<file path="src/rtl/ov_chain_pkg.sv">
// rtl/ov_chain_pkg.sv - shared types and defaults for the multi-word carry-chain adder
package ov_chain_pkg;

  typedef enum logic [1:0] {
    IDLE  = 2'd0,
    RUN   = 2'd1,
    WB    = 2'd2,
    DRAIN = 2'd3
  } ov_chain_state_t;

  localparam int WORD_W_DEF    = 8;
  localparam int MAX_WORDS_DEF = 4;

endpackage

</file>
<file path="src/rtl/ov_word_alu.sv">
// rtl/ov_word_alu.sv - one word of the add/subtract carry chain (combinational)
module ov_word_alu
  import ov_chain_pkg::*;
#(
  parameter int WORD_W = WORD_W_DEF
) (
  input  logic [WORD_W-1:0] a,
  input  logic [WORD_W-1:0] b,
  input  logic              cin,
  input  logic              sub,
  output logic [WORD_W-1:0] s,
  output logic              cout,
  output logic              sovf
);

  logic [WORD_W-1:0] b_eff;
  logic [WORD_W:0]   total;

  // Subtraction is A + ~B + cin; signed overflow when both addends share a sign the result lacks
  always_comb begin
    b_eff = sub ? ~b : b;
    total = {1'b0, a} + {1'b0, b_eff} + {{WORD_W{1'b0}}, cin};
    s     = total[WORD_W-1:0];
    cout  = total[WORD_W];
    sovf  = (a[WORD_W-1] == b_eff[WORD_W-1]) && (s[WORD_W-1] != a[WORD_W-1]);
  end

endmodule

</file>
<file path="src/rtl/ov_chain_adder.sv">
// rtl/ov_chain_adder.sv - multi-word add/sub sequencer with overflow-register writeback (option: OV_CHAIN_SIGNED_EN)
module ov_chain_adder
  import ov_chain_pkg::*;
#(
  parameter  int WORD_W    = WORD_W_DEF,
  parameter  int MAX_WORDS = MAX_WORDS_DEF,
  localparam int CNT_W     = $clog2(MAX_WORDS + 1)
) (
  input  logic              CLK,
  input  logic              RESET,
  input  logic              start,
  input  logic              op_sub,
  input  logic              use_ov,
  input  logic [CNT_W-1:0]  num_words,
  input  logic              ov_in,
  input  logic              in_valid,
  output logic              in_ready,
  input  logic [WORD_W-1:0] a_word,
  input  logic [WORD_W-1:0] b_word,
  output logic              out_valid,
  input  logic              out_ready,
  output logic [WORD_W-1:0] sum_word,
  output logic              ov_write,
  output logic              ov_data,
  output logic              busy,
  output logic              done
);

`ifdef OV_CHAIN_SIGNED_EN
  localparam bit SIGNED_OV = 1'b1;
`else
  localparam bit SIGNED_OV = 1'b0;
`endif

  ov_chain_state_t   state;
  ov_chain_state_t   state_next;
  logic [CNT_W-1:0]  words_left;
  logic              op_sub_q;
  logic              carry;
  logic              sovf_q;
  logic              launch;
  logic              accept;
  logic [WORD_W-1:0] alu_s;
  logic              alu_cout;
  logic              alu_sovf;

  ov_word_alu #(.WORD_W(WORD_W)) u_alu (
    .a    (a_word),
    .b    (b_word),
    .cin  (carry),
    .sub  (op_sub_q),
    .s    (alu_s),
    .cout (alu_cout),
    .sovf (alu_sovf)
  );

  assign launch = (state == IDLE) && start && (num_words != '0);
  assign accept = in_valid && in_ready;
  assign busy   = (state != IDLE);

  // Next-state and handshake/strobe outputs; everything defaults low
  always_comb begin
    state_next = state;
    in_ready   = 1'b0;
    ov_write   = 1'b0;
    ov_data    = 1'b0;
    done       = 1'b0;
    case (state)
      IDLE: begin
        if (launch) state_next = RUN;
      end
      RUN: begin
        in_ready = (words_left != '0) && (!out_valid || out_ready);
        if (in_valid && in_ready && (words_left == CNT_W'(1))) state_next = WB;
      end
      WB: begin
        ov_write   = 1'b1;
        ov_data    = SIGNED_OV ? sovf_q : carry;
        state_next = DRAIN;
      end
      DRAIN: begin
        if (!out_valid || out_ready) begin
          done       = 1'b1;
          state_next = IDLE;
        end
      end
      default: state_next = IDLE;
    endcase
  end

  // State register, operation latches, carry chain and the registered output word
  always_ff @(posedge CLK) begin
    if (RESET) begin
      state      <= IDLE;
      words_left <= '0;
      op_sub_q   <= 1'b0;
      carry      <= 1'b0;
      sovf_q     <= 1'b0;
      out_valid  <= 1'b0;
      sum_word   <= '0;
    end else begin
      state <= state_next;
      if (launch) begin
        op_sub_q   <= op_sub;
        words_left <= num_words;
        carry      <= use_ov ? ov_in : op_sub;
      end
      if (accept) begin
        sum_word   <= alu_s;
        out_valid  <= 1'b1;
        carry      <= alu_cout;
        sovf_q     <= alu_sovf;
        words_left <= words_left - 1'b1;
      end else if (out_valid && out_ready) begin
        out_valid <= 1'b0;
      end
    end
  end

endmodule

</file>
<file path="config.mk">
export PLATFORM = sky130hd
export DESIGN_NAME = ov_chain_adder
export DESIGN_NICKNAME = d
export VERILOG_FILES = /design/src/rtl/ov_chain_pkg.sv /design/src/rtl/ov_word_alu.sv /design/src/rtl/ov_chain_adder.sv
export SDC_FILE = /design/constraint.sdc
export NUM_CORES = 1
export LEC_CHECK = 0
export ABC_AREA = 1
export BUFFER_PORTS_ARGS = -buffer_cell sky130_fd_sc_hd__buf_2
export CAP_MARGIN = 15
export CORE_MARGIN = 2
export CORE_UTILIZATION = 40
export CTS_BUF_LIST = sky130_fd_sc_hd__clkbuf_8 sky130_fd_sc_hd__clkbuf_16
export DETAILED_ROUTE_END_ITERATION = 10
export PLACE_DENSITY = 0.64
export SYNTH_ARGS = -nofsm -noshare
export SYNTH_HDL_FRONTEND = slang
export SYNTH_SLANG_ARGS = --single-unit
</file>
<file path="constraint.sdc">
create_clock -name CLK -period 5.3 [get_ports CLK]
set_input_delay 0 -clock CLK [delete_from_list [all_inputs] [get_ports CLK]]
set_output_delay 0 -clock CLK [all_outputs]
set_load 0.05 [all_outputs]
</file>
# Word level (Yosys, flattened, before mapping)
# Index checks and enable logic that the tools add are counted.
# W data, S select, Z words.
# op_classes
add_sub_neg	3
n_eq_ne	7
mux	17
n_bitwise	1
n_reduce_logical	16
# op_table
cell	count
$mux W1	10
$add A8 B8 Y9	1
$add A9 B1 Y9	1
$mux W8	1
$not A8 Y8	1
$pmux W2 S4	1
$logic_and A1 B1 Y1	7
$mux W2	3
$mux W3	2
$ne A2 B2 Y1 const B	3
$reduce_bool A2 Y1	3
$reduce_bool A3 Y1	2
$eq A2 B2 Y1 const B	2
$eq A3 B1 Y1 const B	1
$reduce_and A3 Y1	1
$sub A3 B1 Y3 const B	1
$eq A2 B1 Y1 const B	1
$logic_not A2 Y1	1
$logic_not A1 Y1	1
$logic_or A1 B1 Y1	1
# word_totals
register_bits	16
input_bits	27
output_inout_bits	14

# Depth between registers and ports, before layout
# logic_depth
word_depth	7
ltp_mapped	12
ltp_nobuf	11

# Cells and area by module
# A second synthesis with hierarchy kept.
# hier_totals
hier_cells	195
area_unflattened_um2	1342.5
# modules_own_cells
mod	instances	cells_each	area_each_um2
ov_chain_adder	1	123	882.1
ov_word_alu	1	72	460.4

# Worst setup path after synthesis
# OpenSTA, ideal clock, no wires.
# synth_path
kind	flip-flop to flip-flop
from	register words_left[0]
to	register words_left[1]
setup_time_ps	110
arrival_time_ps	1827
setup_slack_ps	3364
path_stages_with_launch	13
path_buffers	1
period_less_slack_ps	1936
path_cell_list	dfxtp_1 -> inv_1 -> ha_1 -> ha_1 -> inv_1 -> nand2_2 -> nor2_2 -> nand2_1 -> buf_2 -> nand3_1 -> nand3_1 -> nand2_1 -> inv_1
# synth_between
elab_chain_len	5
word_cells_on_any_way	7
# synth_lines
item	line	rtl
from (decl)	ov_chain_adder.sv:37	logic [CNT_W-1:0] words_left;
from (signal assigned)	ov_chain_adder.sv:105	words_left <= num_words;
from (signal assigned)	ov_chain_adder.sv:113	words_left <= words_left - 1'b1;
$reduce_bool A3 Y1 *	ov_chain_adder.sv:73	in_ready = (words_left != '0) && (!out_valid || out_ready);
$logic_and A1 B1 Y1 *	ov_chain_adder.sv:73	
$mux W1 *	ov_chain_adder.sv:68	case (state)
net in_ready	ov_chain_adder.sv:17	output logic in_ready,
$logic_and A1 B1 Y1 *	ov_chain_adder.sv:58	assign accept = in_valid && in_ready;
$mux W3 / $reduce_bool A2 Y1 (equally long branches)	-	
# Mark *: on every way through the listed nets, which the timed path passes. The rest lies on a longest branch.
# A chain may end at the register's enable or synchronous reset.

# Worst setup path in the final report
# layout_path
from	register op_sub_q
to	register sum_word[6]
# layout_between
elab_chain_len	3
# layout_lines
item	line	rtl
from (decl)	ov_chain_adder.sv:38	logic op_sub_q;
from (signal assigned)	ov_chain_adder.sv:104	op_sub_q <= op_sub;
$mux W8	ov_word_alu.sv:21	b_eff = sub ? ~b : b;
$add A8 B8 Y9	ov_word_alu.sv:22	total = {1'b0, a} + {1'b0, b_eff} + {{WORD_W{1'b0}}, cin};
$add A9 B1 Y9	ov_word_alu.sv:22	
to (signal assigned)	ov_chain_adder.sv:109	sum_word <= alu_s;
to (decl)	ov_chain_adder.sv:22	output logic [WORD_W-1:0] sum_word,
# Every way passes these cells.

==> metrics.yaml <==
route.detailed.drc: 0
clock_latency_ns: 0.26
grt_max_degree: 17
dr.pass1.iters: 4
crit_top_cell: "nand2_1"
seq_area_um2: 320
num_antenna_cells: 0
setup_violations: 0
die_area_mm2: 0.00370
post_cts_resized: 0
worst-path-buf-inv: 1
synthAdderAreaFrac_pct: 17.7
holdBufCountCts: 1
worst-slew-pin-transition_ns: 0.631
grt-busiest-layer: "met2"
worstPathCellList: "xnor2_1 -> fa_1 -> inv_1 -> fa_1 -> nand2_1 -> nand2_1 -> nand3b_1 -> nand3_1 -> nand2_1 -> nor2_1 -> nor2_1"
hold_viol: 0
yosys.area_share.xor_xnor_pct: 6.79
hpwl_um: 2190
ys_ff_latch: 16
syn_inst: 189
cts_root_buf: "clkbuf_8"
postCtsSetupBuffers: 0
max-cap-violations: 0
reg2reg_slack_ns: 3.18
slew_headroom_pct: 57.8
grt_pass1_wl_um: 4570
fin_util_pct: 51.9
period_share_pct: 40.0
groute.usage.overall_pct: 16.6
die_h_um: 60.8
max_freq_ghz: 0.471
gr-usage-met2_pct: 29.8
critPathSlowestCell: "dfxtp_1"
cp_max_fo: 9
status: "complete, no violations"
syn_to_final_growth_pct: 22.9
grtUsageMet1_pct: 19.8
synth_top_family_by_area: "simple AND/OR/NAND/NOR gates"
post-place-ws_ns: 3.19
nNetsFinal: 275
cts_made_buffers: 3
core-area_mm2: 0.00305
synth_compound_area_share_pct: 9.99
cts_tree: "yes"
fin_ws_ns: 3.18
start_util_pct: 42.3
cp-end-kind: "flop"
ys_seq_area_share_pct: 24.8
crit_required_ns: 5.44
skew_ns: 0.00898
grt_pass1_vias: 1110
tns_ns: 0
syn_area_per_cell_um2: 6.83
critPathKind: "reg -> reg"
drtIter0Drc: 50
clkSinkCount: 16
std_cell_rows: 20
gp_congestion: 0.776
antenna_found_initial: 0
ant_nets: 0
startpoint_type: "flop"
p_leak_nw: 0.892
period_needed_ns: 2.12
vias: 1258
syn-num-nets: 233
slew_violations: 0
arrival_ns: 2.27
via_per_inst: 4.59
netlist_area_mm2: 0.00129
hold_ws_ns: 0.0404
clkTransAtPathRegs_ns: 0.07
grt-ovfl-total: 0
h-tree-depth: 1
use_met3_pct: 1.28
synth.distinct_cells: 26
drive_gt1_share_pct: 22.6
p_per_area_mw_per_mm2: 388
cpPeakStageDelay_ns: 0.63
wl_um: 2740
io_buffers: 40
drt-wirelength-per-cell_um: 9.99
io_pins: 41
muxShareOfSynthArea_pct: 0
rsz0062_at_grt: "false"
hp-class: "in -> reg"
synthSimpleGateAreaFrac_pct: 29.8
ys_warn_count: 0
cts_buffer_depth: 2
fillers: 339
multi_input_area_um2: 828
die_x_um: 60.8
cp_top_family: "flip-flops"
ir_drop_uv: 117
==> layout make-up <==
type / count / area share, %
multi-input cells: 138 / 52.2
flip-flops and latches: 16 / 20.2
repair buffers: 41 / 13.3
inverters: 31 / 7.34
clock buffers: 4 / 3.47
well taps: 44 / 3.47
==> cell usage after synthesis <==
| cell type | instances | area [µm²] |
|---|---|---|
| nor3_4 | 1 | 16.3 |
| clkbuf_1 | 1 | 3.75 |
| nand2_2 | 2 | 12.5 |
| nand2_1 | 46 | 173 |
| nand4_1 | 1 | 6.26 |
| nand3_1 | 15 | 75.1 |
| fa_1 | 2 | 40.0 |
| a22oi_1 | 1 | 7.51 |
| inv_2 | 1 | 3.75 |
| ha_1 | 15 | 188 |
| dfxtp_1 | 16 | 320 |
| or2_2 | 3 | 18.8 |
| xnor2_1 | 1 | 8.76 |
| a31oi_1 | 1 | 6.26 |
| o21a_1 | 2 | 15.0 |
| xor2_1 | 9 | 78.8 |
| nand3b_1 | 2 | 15.0 |
| nor3_1 | 1 | 5.00 |
| inv_1 | 30 | 113 |
| o21ai_0 | 6 | 30.0 |
| nor2_2 | 1 | 6.26 |
| a21oi_1 | 12 | 60.1 |
| o21ai_1 | 2 | 10.0 |
| nor2_1 | 15 | 56.3 |
| buf_2 | 2 | 10.0 |
| buf_6 | 1 | 11.3 |
==> per-stage QoR <==
step,instances,total power [mW],instance area (µm²)
after floorplan,189,0.439,1290
after global placement,269,0.503,1520
after detailed placement,269,0.506,1520
after CTS,274,0.620,1590
after global routing,274,0.670,1590
final,274,0.615,1590
==> cell usage in the layout (no fill, tap or decap), drive strengths merged <==
| cell | count |
|---|---|
| nand2 | 48 |
| buf | 40 |
| inv | 31 |
| dfxtp | 16 |
| nor2 | 16 |
| nand3 | 15 |
| ha | 15 |
| a21oi | 12 |
| xor2 | 9 |
| o21ai | 8 |
| clkbuf | 4 |
| or2 | 3 |
| o21a | 2 |
| nand3b | 2 |
| fa | 2 |
| nor3 | 2 |
| xnor2 | 1 |
| nand4 | 1 |
| a31oi | 1 |
| a22oi | 1 |
| dlygate4sd3 | 1 |
==> where the power goes <==
part	switching (mW)	internal [mW]
sequential	0.0198	0.144
combinational	0.223	0.116
clock	0.0460	0.0660
==> worst reg2reg max path: stages, from the launching register on <==
cell and delay [ns]:
dfxtp_1 0.63, xnor2_1 0.17, fa_1 0.38, inv_1 0.09, fa_1 0.19, nand2_1 0.07, nand2_1 0.09, nand3b_1 0.11
nand3_1 0.09, nand2_1 0.05, nor2_1 0.10, nor2_1 0.04
==> metal layers <==
| metal | vias to the layer above | part of all wire (%) | wire, µm |
|---|---|---|---|
| met4 | 0 | 1.9 | 51 |
| met2 | 34 | 49 | 1330 |
| li1 | 680 | - | - |
| met1 | 540 | 46 | 1250 |
| met5 | - | 0 | 0 |
| met3 | 4 | 3.7 | 102 |
==> registers in the layout, indices dropped and copies added, names as in the netlist <==
signal / cells
words_left: 3
op_sub_q: 1
out_valid: 1
sum_word: 8
state: 2
carry: 1
==> cells by family (layout without fill, tap and decap cells) <==
group,count (synthesis),count (layout)
AO/OA/AOI/OAI,24,24
XOR/XNOR,10,10
adder cells (fa/ha/maj),17,17
buffers and inverters,35,76
flip-flops,16,16
AND/OR/NAND/NOR,87,87
==> path summary, 6_finish.rpt <==
check         startpoint     endpoint  cells past startpoint
max             op_sub_q  sum_word[6]                     11
min            out_ready    out_valid                      4
max reg2reg     op_sub_q  sum_word[6]                     11
min reg2reg  sum_word[1]  sum_word[1]                      2
Power figures use the tool's default switching activity.
